**config.mk**
```make
export PLATFORM = sky130hd
export DESIGN_NAME = regfile_read_port
export DESIGN_NICKNAME = d
export VERILOG_FILES = /design/src/rtl/alu_pkg.sv /design/src/rtl/regfile_read_port_reg_bank.sv /design/src/rtl/regfile_read_port.sv
export SDC_FILE = /design/constraint.sdc
export NUM_CORES = 2
export LEC_CHECK = 0
export CAP_MARGIN = 0
export CORE_MARGIN = 2
export CORE_UTILIZATION = 40
export DETAILED_ROUTE_END_ITERATION = 6
export PLACE_DENSITY = 0.59
export SLEW_MARGIN = 15
export SYNTH_ARGS = -nofsm -noshare
export SYNTH_HDL_FRONTEND = slang
export SYNTH_HIERARCHICAL = 1
export SYNTH_SLANG_ARGS = --single-unit
export TNS_END_PERCENT = 50
```
**constraint.sdc**
```tcl
create_clock -name clk -period 2.3 [get_ports clk]
set_clock_uncertainty 0.15 [all_clocks]
set_input_delay 0.46 -clock clk [delete_from_list [all_inputs] [get_ports clk]]
set_output_delay 0.46 -clock clk [all_outputs]
set_load 0.05 [all_outputs]
```
**src/rtl/alu_pkg.sv**
```systemverilog
// Shared types and default sizes for the ALU operand register file.
// Provides the data word type, default bank geometry and the read request bundle.
package alu_pkg;

    localparam int DATA_W    = 32;
    localparam int NREGS_DEF = 32;
    localparam int AW_DEF    = $clog2(NREGS_DEF);

    typedef logic [DATA_W-1:0] word_t;

    // Read request bundle for the default geometry.
    typedef struct packed {
        logic [AW_DEF-1:0] a;
        logic [AW_DEF-1:0] b;
    } rd_req_t;

endpackage

```
**src/rtl/regfile_read_port_reg_bank.sv**
```systemverilog
// reg_bank: NREGS x 32-bit storage, one write port, two combinational read taps.
// Ports: clk, rst_n, we/wr_addr/wr_data (write), rd_addr_a/b -> rd_data_a/b (read).
module reg_bank
    import alu_pkg::*;
#(
    parameter int NREGS    = NREGS_DEF,
    parameter int AW       = $clog2(NREGS),
    parameter int ZERO_REG = 1
) (
    input  logic          clk,
    input  logic          rst_n,
    input  logic          we,
    input  logic [AW-1:0] wr_addr,
    input  word_t         wr_data,
    input  logic [AW-1:0] rd_addr_a,
    input  logic [AW-1:0] rd_addr_b,
    output word_t         rd_data_a,
    output word_t         rd_data_b
);

    word_t mem [NREGS];
    logic  wr_ok;

    // Writes to the hardwired zero register never reach storage.
    assign wr_ok = we && !((ZERO_REG != 0) && (wr_addr == '0));

    always_ff @(posedge clk or negedge rst_n) begin
        if (!rst_n) begin
            for (int i = 0; i < NREGS; i++) begin
                mem[i] <= '0;
            end
        end else if (wr_ok) begin
            mem[wr_addr] <= wr_data;
        end
    end

    assign rd_data_a = mem[rd_addr_a];
    assign rd_data_b = mem[rd_addr_b];

endmodule

```
**src/rtl/regfile_read_port.sv**
```systemverilog
// regfile_read_port: register bank with a dual-operand read port and 1-cycle response.
// Ports: clk, rst_n, writeEnable/wr_addr/wr_data, req_* (request), rsp_* (response).
module regfile_read_port
    import alu_pkg::*;
#(
    parameter int NREGS    = NREGS_DEF,
    parameter int AW       = $clog2(NREGS),
    parameter int ZERO_REG = 1
) (
    input  logic          clk,
    input  logic          rst_n,
    input  logic          writeEnable,
    input  logic [AW-1:0] wr_addr,
    input  word_t         wr_data,
    input  logic          req_valid,
    output logic          req_ready,
    input  logic [AW-1:0] req_addr_a,
    input  logic [AW-1:0] req_addr_b,
    output logic          rsp_valid,
    input  logic          rsp_ready,
    output word_t         rsp_data_a,
    output word_t         rsp_data_b
);

    word_t bank_a;
    word_t bank_b;
    word_t op_a;
    word_t op_b;
    logic  accept;

    reg_bank #(
        .NREGS    (NREGS),
        .AW       (AW),
        .ZERO_REG (ZERO_REG)
    ) u_bank (
        .clk       (clk),
        .rst_n     (rst_n),
        .we        (writeEnable),
        .wr_addr   (wr_addr),
        .wr_data   (wr_data),
        .rd_addr_a (req_addr_a),
        .rd_addr_b (req_addr_b),
        .rd_data_a (bank_a),
        .rd_data_b (bank_b)
    );

    // Single response slot: a new request fits once the current one retires.
    assign req_ready = !rsp_valid || rsp_ready;
    assign accept    = req_valid && req_ready;

    // Forward a same-cycle write; zero register overrides forwarding.
    always_comb begin
        op_a = bank_a;
        op_b = bank_b;
        if (writeEnable && (wr_addr == req_addr_a)) begin
            op_a = wr_data;
        end
        if (writeEnable && (wr_addr == req_addr_b)) begin
            op_b = wr_data;
        end
        if ((ZERO_REG != 0) && (req_addr_a == '0)) begin
            op_a = '0;
        end
        if ((ZERO_REG != 0) && (req_addr_b == '0)) begin
            op_b = '0;
        end
    end

    // Operands are snapshotted at acceptance and held until retired.
    always_ff @(posedge clk or negedge rst_n) begin
        if (!rst_n) begin
            rsp_valid  <= 1'b0;
            rsp_data_a <= '0;
            rsp_data_b <= '0;
        end else if (accept) begin
            rsp_valid  <= 1'b1;
            rsp_data_a <= op_a;
            rsp_data_b <= op_b;
        end else if (rsp_ready) begin
            rsp_valid  <= 1'b0;
        end
    end

endmodule

```
==> run summary <==
status = finished, violations left
failing checks = setup timing
fin area = 71800 sq um
register area share after synthesis = 45.6%
Max IR drop VDD = 0.000653 V
asr flop ratio synth = 100%
minimum clock period = 2.32 ns
Die Area = 152000 sq um
WL final = 211000 um
Routability Congestion = 0.891
RSZ-0062 raised after global routing = no
Post-Synthesis Cells = 4989
CP Cell Sequence = clkdlybuf4s50_1 -> buf_4 -> nor3b_1 -> nand2_2 -> buf_12 -> mux2_2
Required @ worst endpoint = 2.77 ns
vias = 44100
Setup Viol. Count Final = 18
CTS buffer count = 118
final worst setup slack = -0.0232 ns
largest net degree at the start of global routing = 95
worst flop-to-flop path endpoint = rsp_data_b[10]
Row Count = 141
CTS tree = built
Critical Path Source Type = input pin
DRC viols = 0
static leakage = 33.8 nW
Cell Area, Placed = 67800 sq um
Synth Flop Type = dfrtp_1
critical path's top delay family = buffers and inverters
crit path max fanout = 10
Worst EP arrival = 2.80 ns
Final Slew Violations = 0
crit share post-route = 101%
setup TNS = -0.277 ns
Final #Nets = 5366
later-pin clock latency in the skew report = 0.76 ns
drt wl/cell = 28.8 um
H-tree levels = 3
Boundary Pins = 118
Post-synth EDFFs = 0
max_slew headroom = 57.5%
clk sink count = 1089
reg2reg start = u_bank/mem[906]
via-per-instance ratio = 6.01
core area = 148000 sq um
ANT nets after route = 0
CP endpoint kind = register
flops & latches, synth = 1089
placed wire-length estimate = 140000 um
port buffer count = 117
Syn Nets = 5041
slowest CP cell = clkdlybuf4s50_1
postcts setup bufs = 0
warning count from the yosys run = 6
first-pass GRT wire length = 310000 um
GRT Resource Usage Total = 27.3%
Clk pin slew, worst setup/hold paths = 0.06 ns
layout cell share with drive strength beyond 1 = 35.4%
Slew @ Worst Pin = 0.636 ns
vias in the first global route = 44500
Netlist cell types = 39
Max Freq = 0.430 GHz
crit path kind = in -> reg
CTS Buffer Depth = 3
Detailed Routing Iterations Pass 1 = 5
FF-to-FF path depth = 7
Syn Area/Cell = 12.0 sq um
PD cells = 807 nW/um^2
synthesized area = 59700 sq um
Starting Density = 40.4%
hold crit path type = in -> async
maxcap violations = 0
Root Buffer = clkbuf_16
Buf/Inv on CP = 3
die width = 390 um
initial antenna violation count = 2
Crit. path cell count = 6
area delta synth->final = 20.2%
Reg2Reg Setup Slack = 0.52 ns
die height = 390 um
Initial DRC Count = 3995
GRT overflow = 0
CP max stage delay = 0.55 ns
final hold violations = 0
[worst register-to-register path, delay by kind of cell (launching register included)]
family / cells / cell delay (ns)
AOI/OAI and AO/OA: 3 / 0.54
and+or+nand+nor: 3 / 0.42
DFF: 1 / 0.38
muxes: 1 / 0.16
[metal layers]
metal  global-route usage (%)  vias to the layer above  wire length, um
met5                        0                        -                0
met4                     9.77                        0             7850
met3                     4.99                      394            15700
met2                     42.3                     1708            94800
met1                     38.3                    23000            93000
li1                         -                    19000                -
[worst max path at each step]
| stage | from | slack [ns] | end |
|---|---|---|---|
| 6_report | wr_addr[1] | -0.02 | u_bank/mem[488] |
| 5_1_grt | rsp_data_b[16] | 0.001 | rsp_data_b[16] |
| 4_1_cts | rsp_data_a[23] | 0.000006 | rsp_data_a[23] |
| 3_5_place_dp | req_addr_a[2] | -0.69 | rsp_data_a[15] |
| 3_3_place_gp | req_addr_a[2] | -0.72 | rsp_data_a[15] |
| 2_1_floorplan | rsp_valid | 0.1 | rsp_data_a[0] |
[flip-flops by register name (all words and copies together), names as in the netlist]
name / cells
rsp_data_b: 32
rsp_valid: 1
rsp_data_a: 32
u_bank/mem: 1024
[Yosys cell counts (2+ instances only)]
cell / count / area share (%)
dfrtp_1: 1089 / 46
mux2i_1: 1024 / 17
mux2_2: 955 / 18
nand2_1: 340 / 2.1
clkbuf_1: 244 / 1.5
nand3_1: 194 / 1.6
a21oi_1: 192 / 1.6
a22oi_1: 192 / 2.4
buf_2: 131 / 1.1
a22o_1: 128 / 1.9
nor3_1: 67 / 0.56
a31oi_1: 64 / 0.67
nand4_1: 64 / 0.67
o211ai_2: 60 / 1.3
buf_4: 58 / 0.73
buf_6: 49 / 0.92
mux2_1: 37 / 0.70
buf_1: 25 / 0.16
nor2_4: 16 / 0.30
xor2_1: 8 / 0.12
and2_1: 6 / 0.063
buf_12: 6 / 0.20
nor2_1: 5 / 0.031
nand2b_1: 4 / 0.042
nand3b_1: 4 / 0.050
nor2b_1: 4 / 0.042
o211ai_1: 4 / 0.050
nor3b_2: 3 / 0.063
or2_2: 3 / 0.031
a211oi_4: 2 / 0.067
nor4_4: 2 / 0.071
xnor2_1: 2 / 0.029
[cell usage in the layout, fill, tap and decap left out, drive strengths merged, types with 67 or more instances in the layout]
| cell type | count |
|---|---|
| nor3 | 67 |
| nand3 | 194 |
| buf | 633 |
| nand2 | 340 |
| a21oi | 192 |
| dfrtp | 1089 |
| a22o | 128 |
| clkbuf | 181 |
| a22oi | 192 |
| mux2i | 1024 |
| mux2 | 992 |
[power breakdown]
group,switching [W],leakage [nW],internal [W]
registers,0.00285,14.0,0.0228
logic,0.00632,17.9,0.00632
clock network,0.00814,1.95,0.0115
total,0.0173,33.8,0.0406
[timing repair]
action / in CTS / in global routing
hold endpoints to repair: 426 / 0
gates resized for setup: 95 / 3
endpoints found under the setup margin: 40 / 3
hold buffers: 1 / 0
gates cloned: 0 / 0
pin swaps: 0 / 0
[cells by family after synthesis]
group | after synthesis | share of synthesized area, %
AO/OA/AOI/OAI | 642 | 7.94
multiplexers | 2016 | 35.9
XOR/XNOR | 10 | 0.147
buffers and inverters | 515 | 4.65
flip-flops | 1089 | 45.6
AND/OR/NAND/NOR | 717 | 5.76
[layout make-up]
type,instances,area [sq um]
Sequential cell,1089,27300
Fill cell,13200,76200
Tap cell,1930,2410
Multi-Input combinational cell,3385,29800
Timing Repair Buffer,718,8310
Antenna cell,1,2.50
Clock inverter,32,397
Inverter,2,7.51
Clock buffer,180,3570
[metrics by stage]
step                      cells  power, W  setup slack (ns)  hold slack (ns)  utilization [%]
after floorplan            4989    0.0336            0.0953           0.0144                -
after global placement     7123    0.0381            -0.720            0.234             45.8
after detailed placement   7123    0.0385            -0.692            0.230             45.8
after CTS                  7336    0.0581        0.00000566           0.0351             48.5
after global routing       7336    0.0604           0.00143           0.0707             48.5
final                      7337    0.0579           -0.0232           0.0635             48.5
No activity file was read; power rests on OpenSTA's default activity.
